**src/rtl/types_pkg.sv**
```systemverilog
// Shared types for the pipeline hazard control unit: register/opcode types,
// FSM state encoding and the width of the stall/flush sequence down-counter.
package types_pkg;

  typedef logic [4:0] reg_t;
  typedef logic [6:0] opcode_t;

  localparam opcode_t LOAD   = 7'b0000011;
  localparam opcode_t STORE  = 7'b0100011;
  localparam opcode_t BRANCH = 7'b1100011;
  localparam opcode_t JAL    = 7'b1101111;
  localparam opcode_t JALR   = 7'b1100111;
  localparam opcode_t OP_IMM = 7'b0010011;
  localparam opcode_t HALT_OP = 7'b1111111;

  localparam int SEQ_CNT_W = 3;

  typedef enum logic [2:0] {
    IDLE     = 3'd0,
    LU_STALL = 3'd1,
    REDIRECT = 3'd2,
    MEM_WAIT = 3'd3,
    HALT     = 3'd4
  } hazard_state_t;

endpackage

```
**src/rtl/hu_perf_counter.sv**
```systemverilog
// Saturating event counter: counts enabled cycles and sticks at all-ones
// so a long-running measurement never wraps back to a small value.
module hu_perf_counter #(
  parameter int CNT_W = 32
) (
  input  logic             clk,
  input  logic             rst_n,
  input  logic             en,
  output logic [CNT_W-1:0] count
);

  localparam logic [CNT_W-1:0] CNT_MAX = {CNT_W{1'b1}};
  localparam logic [CNT_W-1:0] CNT_ONE = {{(CNT_W-1){1'b0}}, 1'b1};

  // count register with synchronous clear and saturation
  always_ff @(posedge clk) begin
    if (!rst_n) begin
      count <= {CNT_W{1'b0}};
    end else if (en && (count != CNT_MAX)) begin
      count <= count + CNT_ONE;
    end else begin
      count <= count;
    end
  end

endmodule

```
**src/rtl/hazard_ctrl_unit.sv**
```systemverilog
// Pipeline hazard controller: detects load-use, data-miss, redirect and halt
// hazards and sequences freeze/flush/bubble controls, with perf counters.
module hazard_ctrl_unit
  import types_pkg::*;
#(
  parameter int NUM_SRC        = 2,
  parameter int LOAD_USE_STALL = 1,
  parameter int FLUSH_CYCLES   = 1,
  parameter int CNT_W          = 32
) (
  input  logic                      CLK,
  input  logic                      nRST,
  input  reg_t [NUM_SRC-1:0]        rs_de,
  input  logic [NUM_SRC-1:0]        rs_valid_de,
  input  reg_t                      rd_em,
  input  opcode_t                   opcode_em,
  input  logic                      regwrite_em,
  input  logic                      dmem_req,
  input  logic                      dhit,
  input  logic                      branch_em,
  input  logic                      pred_taken_em,
  input  logic                      branch_taken_em,
  input  logic                      jump_em,
  input  logic                      halt_em,
  output logic                      freeze_fd,
  output logic                      freeze_de,
  output logic                      freeze_em,
  output logic                      flush_fd,
  output logic                      flush_de,
  output logic                      bubble_em,
  output logic                      halted,
  output logic [CNT_W-1:0]          stall_cnt,
  output logic [CNT_W-1:0]          flush_cnt,
  output logic [CNT_W-1:0]          miss_cnt
);

  localparam logic [SEQ_CNT_W-1:0] CNT_ZERO  = {SEQ_CNT_W{1'b0}};
  localparam logic [SEQ_CNT_W-1:0] CNT_ONE   = {{(SEQ_CNT_W-1){1'b0}}, 1'b1};
  localparam logic [SEQ_CNT_W-1:0] LU_RELOAD = SEQ_CNT_W'(LOAD_USE_STALL - 1);
  localparam logic [SEQ_CNT_W-1:0] FL_RELOAD = SEQ_CNT_W'(FLUSH_CYCLES - 1);

  hazard_state_t          state_r, state_s;
  logic [SEQ_CNT_W-1:0]   cnt_r, cnt_s;
  logic                   src_match_s;
  logic                   lu_hit_s;
  logic                   miss_s;
  logic                   redirect_s;
  logic                   flush_ev_s;

  // any read source operand matching the EX/MEM destination
  always_comb begin
    src_match_s = 1'b0;
    for (int i = 0; i < NUM_SRC; i++) begin
      src_match_s = src_match_s | (rs_valid_de[i] & (rs_de[i] == rd_em));
    end
  end

  assign lu_hit_s   = (opcode_em == LOAD) && regwrite_em && (rd_em != 5'd0) && src_match_s;
  assign miss_s     = dmem_req && !dhit;
  assign redirect_s = jump_em || (branch_em && (pred_taken_em != branch_taken_em));
  assign halted     = (state_r == HALT);

  // state and sequence-counter register
  always_ff @(posedge CLK) begin
    if (!nRST) begin
      state_r <= IDLE;
      cnt_r   <= CNT_ZERO;
    end else begin
      state_r <= state_s;
      cnt_r   <= cnt_s;
    end
  end

  // next-state and Mealy control outputs; a miss always preempts a sequence
  always_comb begin
    state_s    = state_r;
    cnt_s      = cnt_r;
    freeze_fd  = 1'b0;
    freeze_de  = 1'b0;
    freeze_em  = 1'b0;
    flush_fd   = 1'b0;
    flush_de   = 1'b0;
    bubble_em  = 1'b0;
    flush_ev_s = 1'b0;
    case (state_r)
      IDLE: begin
        if (miss_s) begin
          freeze_fd = 1'b1;
          freeze_de = 1'b1;
          freeze_em = 1'b1;
          state_s   = MEM_WAIT;
        end else if (redirect_s) begin
          flush_fd   = 1'b1;
          flush_de   = 1'b1;
          flush_ev_s = 1'b1;
          if (FLUSH_CYCLES > 1) begin
            state_s = REDIRECT;
            cnt_s   = FL_RELOAD;
          end else begin
            state_s = IDLE;
          end
        end else if (lu_hit_s) begin
          freeze_fd = 1'b1;
          freeze_de = 1'b1;
          bubble_em = 1'b1;
          if (LOAD_USE_STALL > 1) begin
            state_s = LU_STALL;
            cnt_s   = LU_RELOAD;
          end else begin
            state_s = IDLE;
          end
        end else if (halt_em) begin
          state_s = HALT;
        end else begin
          state_s = IDLE;
        end
      end
      LU_STALL: begin
        if (miss_s) begin
          freeze_fd = 1'b1;
          freeze_de = 1'b1;
          freeze_em = 1'b1;
          state_s   = MEM_WAIT;
          cnt_s     = CNT_ZERO;
        end else begin
          freeze_fd = 1'b1;
          freeze_de = 1'b1;
          bubble_em = 1'b1;
          if (cnt_r <= CNT_ONE) begin
            state_s = IDLE;
            cnt_s   = CNT_ZERO;
          end else begin
            cnt_s = cnt_r - CNT_ONE;
          end
        end
      end
      REDIRECT: begin
        if (miss_s) begin
          freeze_fd = 1'b1;
          freeze_de = 1'b1;
          freeze_em = 1'b1;
          state_s   = MEM_WAIT;
          cnt_s     = CNT_ZERO;
        end else begin
          flush_fd = 1'b1;
          flush_de = 1'b1;
          if (redirect_s) begin
            flush_ev_s = 1'b1;
            cnt_s      = FL_RELOAD;
          end else if (cnt_r <= CNT_ONE) begin
            state_s = IDLE;
            cnt_s   = CNT_ZERO;
          end else begin
            cnt_s = cnt_r - CNT_ONE;
          end
        end
      end
      MEM_WAIT: begin
        // the held EX/MEM instruction is re-examined once back in IDLE
        if (miss_s) begin
          freeze_fd = 1'b1;
          freeze_de = 1'b1;
          freeze_em = 1'b1;
        end else begin
          state_s = IDLE;
        end
      end
      HALT: begin
        freeze_fd = 1'b1;
        freeze_de = 1'b1;
        freeze_em = 1'b1;
      end
      default: begin
        state_s = IDLE;
        cnt_s   = CNT_ZERO;
      end
    endcase
  end

  hu_perf_counter #(.CNT_W(CNT_W)) u_stall_cnt (
    .clk   (CLK),
    .rst_n (nRST),
    .en    (bubble_em),
    .count (stall_cnt)
  );

  hu_perf_counter #(.CNT_W(CNT_W)) u_flush_cnt (
    .clk   (CLK),
    .rst_n (nRST),
    .en    (flush_ev_s),
    .count (flush_cnt)
  );

  hu_perf_counter #(.CNT_W(CNT_W)) u_miss_cnt (
    .clk   (CLK),
    .rst_n (nRST),
    .en    (miss_s && (state_r != HALT)),
    .count (miss_cnt)
  );

endmodule

```
**config.mk**
```make
export PLATFORM = sky130hd
export DESIGN_NAME = hazard_ctrl_unit
export DESIGN_NICKNAME = d
export VERILOG_FILES = /design/src/rtl/types_pkg.sv /design/src/rtl/hu_perf_counter.sv /design/src/rtl/hazard_ctrl_unit.sv
export SDC_FILE = /design/constraint.sdc
export NUM_CORES = 1
export LEC_CHECK = 0
export CAP_MARGIN = 10
export CORE_MARGIN = 5
export CORE_UTILIZATION = 50
export CTS_BUF_LIST = sky130_fd_sc_hd__clkbuf_8
export DETAILED_ROUTE_END_ITERATION = 8
export HOLD_SLACK_MARGIN = 0.05
export PLACE_DENSITY_LB_ADDON = 0.15
export SLEW_MARGIN = 20
export SYNTH_ARGS = -nofsm -noshare
export SYNTH_HDL_FRONTEND = slang
export SYNTH_SLANG_ARGS = --single-unit
```
**constraint.sdc**
```tcl
create_clock -name CLK -period 3.26 [get_ports CLK]
set_clock_uncertainty 0.15 [all_clocks]
set_input_delay 0.652 -clock CLK [delete_from_list [all_inputs] [get_ports CLK]]
set_output_delay 0.652 -clock CLK [all_outputs]
set_load 0.05 [all_outputs]
```
# [Word-level counts from Yosys, hierarchy flattened]
# Index checks and enable logic that the tools add are counted.
[op_classes] n_addsub=4 mul=0 div=0 n_lt_le_gt_ge=1 eq_ne=14 shift=0 muxes=28 bitwise_logic=4 n_reduce_logical=19
[op_table] cell="$add 32x1->32 const B" count=3
[op_table] cell="$ne 32x32->1 const B" count=3
[op_table] cell="$mux 3" count=13
[op_table] cell="$pmux 3 s5" count=1
[op_table] cell="$eq 5x5->1" count=2
[op_table] cell="$logic_and 1x1->1" count=9
[op_table] cell="$mux 1" count=9
[op_table] cell="$pmux 3 s3" count=1
[op_table] cell="$eq 7x2->1 const B" count=1
[op_table] cell="$eq 3x2->1 const B" count=2
[op_table] cell="$ne 3x3->1 const B" count=2
[op_table] cell="$pmux 1 s2" count=3
[op_table] cell="$reduce_or 2->1" count=3
[op_table] cell="$reduce_bool 5->1" count=1
[op_table] cell="$reduce_or 4->1" count=1
[op_table] cell="$eq 3x1->1 const B" count=1
[op_table] cell="$eq 3x3->1 const B" count=1
[op_table] cell="$le 3x1->1 const B" count=1
[op_table] cell="$logic_not 3->1" count=1
[op_table] cell="$pmux 1 s3" count=1
[op_table] cell="$reduce_and 3->1" count=1
[op_table] cell="$reduce_or 3->1" count=1
[op_table] cell="$sub 3x1->3 const B" count=1
[op_table] cell="$and 1x1->1" count=2
[op_table] cell="other kinds (6)" count=6
[totals] register_bits=102 latchBits=0 mem_bits_rw=0 rom_bits=0 input_bits=34 wordCells=75 memories=0

# [Depth between registers and ports, before layout]
[logic_depth] ltp_word=9 ltp_mapped=9

# [Modules after synthesis]
# Synthesis repeated with hierarchy kept, for this count alone.
[hier_totals] hier_cells=635 hier_area_um2=5371.4
[by_module_without_submodules] module="hu_perf_counter (u_flush_cnt ...)" n_inst=2 cells_per_inst=200 area_per_inst_um2=1704.1 seq_area_each_um2=640.6
[by_module_without_submodules] module="hu_perf_counter (u_stall_cnt)" n_inst=1 cells_per_inst=197 area_per_inst_um2=1635.3 seq_area_each_um2=640.6
[by_module_without_submodules] module="hazard_ctrl_unit" n_inst=1 cells_per_inst=38 area_per_inst_um2=327.8 seq_area_each_um2=40.0

# [Worst setup path after synthesis]
# OpenSTA, ideal clock, no wires.
[synth_path] path_type="input -> output" from="input dhit" to="output freeze_fd" arrival_ns=2.777 required_ns=2.458 slack_ns=-0.319 path_stages=4 n_path_buf=1 path_cell_list="nand2b_1 o21ai_0 a41o_1 buf_4"
[synth_between] elab_chain_cells=4
[synth_lines] element="start, declared" line="hazard_ctrl_unit.sv:19" text="input logic dhit,"
[synth_lines] element="$logic_not 1->1 *" line="hazard_ctrl_unit.sv:59" text="assign miss_s = dmem_req && !dhit;"
[synth_lines] element="$logic_and 1x1->1 *" line="hazard_ctrl_unit.sv:59"
[synth_lines] element="$mux 1 (on tied branches)"
[synth_lines] element="$pmux 1 s3 *"
[synth_lines] element="end, declared" line="hazard_ctrl_unit.sv:25" text="output logic freeze_fd,"
# Mark *: on every way between the ends. The rest lies on a longest branch, timed or not.

# [Worst setup path after layout]
[layout_path] from="input rd_em[0]" to="output bubble_em"
[layout_between] elab_chain_cells=8
[layout_lines] element="start, declared" line="hazard_ctrl_unit.sv:15" text="input reg_t rd_em,"
[layout_lines] element="$eq 5x5->1" line="hazard_ctrl_unit.sv:54" text="src_match_s = src_match_s | (rs_valid_de[i] & (rs_de[i] == rd_em));"
[layout_lines] element="$and 1x1->1" line="hazard_ctrl_unit.sv:54"
[layout_lines] element="$or 1x1->1" line="hazard_ctrl_unit.sv:54"
[layout_lines] element="$logic_and 1x1->1 *" line="hazard_ctrl_unit.sv:58" text="assign lu_hit_s = (opcode_em == LOAD) && regwrite_em && (rd_em != 5'd0) && src_match_s;"
[layout_lines] element="$mux 1 *" line="hazard_ctrl_unit.sv:102" text="end else if (lu_hit_s) begin"
[layout_lines] element="$mux 1 *" line="hazard_ctrl_unit.sv:92" text="end else if (redirect_s) begin"
[layout_lines] element="$mux 1 *" line="hazard_ctrl_unit.sv:87" text="if (miss_s) begin"
[layout_lines] element="$pmux 1 s2 *" line="hazard_ctrl_unit.sv:85" text="case (state_r)"
[layout_lines] element="end, declared" line="hazard_ctrl_unit.sv:30" text="output logic bubble_em,"
# Marks and branches as above.

==> results.toml <==
[yosys]
ys_seq_area_share_pct = 40.1
ys_top_cells_by_area = "dfxtp_1 (40%), xor2_1 (8.6%), nand3_1 (5.3%), nor2_1 (5.1%), nand4_1 (4.7%)"
avgSynthCellArea_sq_um = 8.27
synthCells = 592
netlist.area_leader.share_pct = 40.1
ys_types = 44
syn-cell-area_sq_um = 4890
syn-num-nets = 629
yosysWarnings = 0
ys_seq_elements = 98
synth_area_leader_cell = "dfxtp_1"

[critical_path]
crit_buf_inv = 3
slowest_stage = "or4_1"
required_ps = 2460
critical_path_class = "in -> out"
cpPeakStageDelay_ps = 540
endpoint_kind = "output pin"
r2r-end = "u_stall_cnt.count[31]"
crit_family = "simple AND/OR/NAND/NOR gates"
cp_data_arrival_time_ps = 2360
rrSetupSlack_ps = 650
reg2reg_from = "u_stall_cnt.count[6]"
crit_path_start_kind = "primary input"
r2r_cells = 6
worst-path-max-fanout = 3
crit_chain = "clkdlybuf4s50_1 -> or4_1 -> o211a_1 -> nand3_1 -> nand2b_1 -> inv_1 -> buf_4"

[clock_network]
cts_tree = "yes"
postCtsHoldBufs = 0
htreeDepth = 3
cts.clk_slew.worst_paths_ps = 90
cts_sinks = 98
clock_path_buffers = 2
clk_root_buffer_cell = "clkbuf_8"
insertion_delay_ps = 360
cts_made_buffers = 9

[hold_path]
hp-start = "u_miss_cnt.count[1]"
worstHoldPathType = "reg -> reg"
holdPathEnd = "u_miss_cnt.count[1]"
worstHoldPathCells = 2

[sta]
slew_headroom_pct = 45.4
post-route-period-util_pct = 97.1
period_needed_ps = 3170
drv_slew = 0
fmax_ghz = 0.316
worst-slew-pin-transition_ps = 820
setup_slack_ps = 93.8
hold_viol = 0
finalSetupViolations = 0
grt_setup_unrepaired = "no"
tns_ps = 0

[grt]
grt_max_degree = 54
grt_pass1_vias = 4629
grt_pass1_wl_um = 21700
antenna_found_initial = 0
overflow = 0
track_usage_pct = 22.5

[finish]
synthToLayoutAreaGrowth_pct = 37.7
layout.nets = 767
drive_gt1_share_pct = 6.27
antennaDiodeCount = 0

[floorplanning]
core_area_sq_um = 9640
die_h_um = 109
ios = 137
start_util_pct = 50.8
die_area_sq_um = 11900
num_rows = 36
fp.dieW_um = 109

[power]
pwr-share-comb_pct = 9.7
p_switching_mw = 0.538
ir_worst_vdd_mv = 0.243
p_int_mw = 1.75
p_seq_share_pct = 52.8
clkPwrFrac_pct = 37.5
p_sw_share_pct = 23.5
p_leak_nw = 2.26
total_power_mw = 2.29
powerDensity_nw_per_um2 = 340

[run]
maxCapViolCount = 0

[placement]
dpl_worst_slack_ps = 79.1
routabilityCongestion = 0.843
port_buffers = 136
dp_hpwl_um = 9850

[detailed_routing]
drc = 0
antenna_left = 0
wl_per_cell_um = 15.3
via_per_inst = 5.70
totalWireLength_um = 13300
drt-pass1-iter-count = 5
routed-via-count = 4942
drt_iter0_markers = 240

[status]
status = "finished clean"
final cells by class:
cell class | count | area, sq um
clock buffers | 10 | 138
well taps | 133 | 166
fillers | 856 | 2900
multi-input cells | 457 | 2780
repair buffers | 155 | 1580
clock inverters | 5 | 78.8
flip-flops and latches | 98 | 1960
inverters | 9 | 33.8
cell usage in the layout, fill, tap and decap left out, types with 3 or more instances in the layout:
cell type,synthesis,routed
o21bai_1,6,6
xnor2_1,16,16
o21ai_0,20,19
and4_1,18,18
ha_1,3,3
dfxtp_1,98,98
or3_1,21,21
o21a_1,3,3
clkbuf_8,0,10
nand2b_1,4,4
a31oi_1,3,3
nand3_1,52,52
clkdlybuf4s50_1,0,130
o31a_1,3,3
inv_1,9,8
buf_12,0,7
nand4_1,37,37
nand2_1,38,38
nor4b_1,4,4
and3_1,17,17
or4_1,12,12
buf_4,2,18
xor2_1,48,48
o31ai_1,10,10
a21oi_1,32,32
nor2_1,66,66
nor4_1,13,13
nor3_1,11,11
power by group through the flow:
stage | registers, mW | logic, mW | clock network (mW)
detailed placement | 1.24 | 0.222 | 0
floorplan | 1.25 | 0.0904 | 0
CTS | 1.21 | 0.224 | 0.877
global placement | 1.24 | 0.219 | 0
finish | 1.21 | 0.223 | 0.859
global route | 1.21 | 0.237 | 0.930
sequential cells by signal, summed over array words and instances (netlist names):
| register | flops |
|---|---|
| u_stall_cnt.count | 32 |
| u_miss_cnt.count | 32 |
| u_flush_cnt.count | 32 |
| state_r | 2 |
per-stage QoR:
step	util, %	cell area, sq um	hold WS, ps	cells
after floorplan	-	4890	316	592
after CTS	69.9	6740	357	867
final	69.9	6740	349	867
after global routing	69.9	6740	383	867
after detailed placement	67.6	6520	342	852
after global placement	67.6	6520	329	852
per-layer routing:
layer	GRT usage, %	wire (um)	vias up
met2	38.3	6420	132
met5	0	0	-
met1	28.4	5930	2345
met4	7.30	187	0
met3	4.38	749	13
li1	-	-	2452
cell families (layout without fill, tap and decap cells):
kind of cell	count (synthesis)	count (layout)	synth area share (%)
and+or+nand+nor	307	307	34.4
muxes	1	1	0.205
AOI/OAI and AO/OA	82	82	10.0
buffers and inverters	37	179	3.09
xor gates and xnor gates	64	64	11.5
adders and majority gates	3	3	0.767
DFF	98	98	40.1
worst reg2reg max path, stage by stage (launching register included):
cell and delay (ps):
dfxtp_1 430, nand4_1 190, nor4_1 470, nand3_1 430
or2_2 430, or3_1 310, a21oi_1 130
worst max path at each step:
stage | end | slack [ps] | startpoint | cells past startpoint
floorplan | flush_fd | 60 | dmem_req | 4
global placement | bubble_em | 70 | rd_em[0] | 7
detailed placement | bubble_em | 80 | rd_em[0] | 7
CTS | bubble_em | 70 | rd_em[0] | 7
global route | bubble_em | 4 | rd_em[0] | 7
finish | bubble_em | 90 | rd_em[0] | 7
cells in the mapped netlist:
| library cell | n |
|---|---|
| dfxtp_1 | 98 |
| nor2_1 | 66 |
| nand3_1 | 52 |
| xor2_1 | 48 |
| nand2_1 | 38 |
| nand4_1 | 37 |
| a21oi_1 | 32 |
| clkbuf_1 | 22 |
| or3_1 | 21 |
| o21ai_0 | 20 |
| and4_1 | 18 |
| and3_1 | 17 |
| xnor2_1 | 16 |
| nor4_1 | 13 |
| or4_1 | 12 |
| nor3_1 | 11 |
| o31ai_1 | 10 |
| inv_1 | 9 |
| o21bai_1 | 6 |
| buf_2 | 4 |
| nand2b_1 | 4 |
| nor4b_1 | 4 |
| a31oi_1 | 3 |
| ha_1 | 3 |
| o21a_1 | 3 |
| o31a_1 | 3 |
| buf_4 | 2 |
| nand3b_1 | 2 |
| nand4b_1 | 2 |
| nor4bb_1 | 2 |
| a211o_1 | 1 |
| a211oi_1 | 1 |
| a41o_1 | 1 |
| and2_0 | 1 |
| and2_1 | 1 |
| and4bb_2 | 1 |
| mux2i_1 | 1 |
| nand3_2 | 1 |
| nor2b_1 | 1 |
| nor3b_1 | 1 |
| o211a_1 | 1 |
| o22ai_1 | 1 |
| or2_2 | 1 |
| or3_4 | 1 |
what timing repair did:
item,4_1_cts,5_1_grt
gates resized for setup,0,1
setup endpoints to repair,0,2
buffers inserted,0,0
Note: power is estimated with default switching activity, not from simulation.
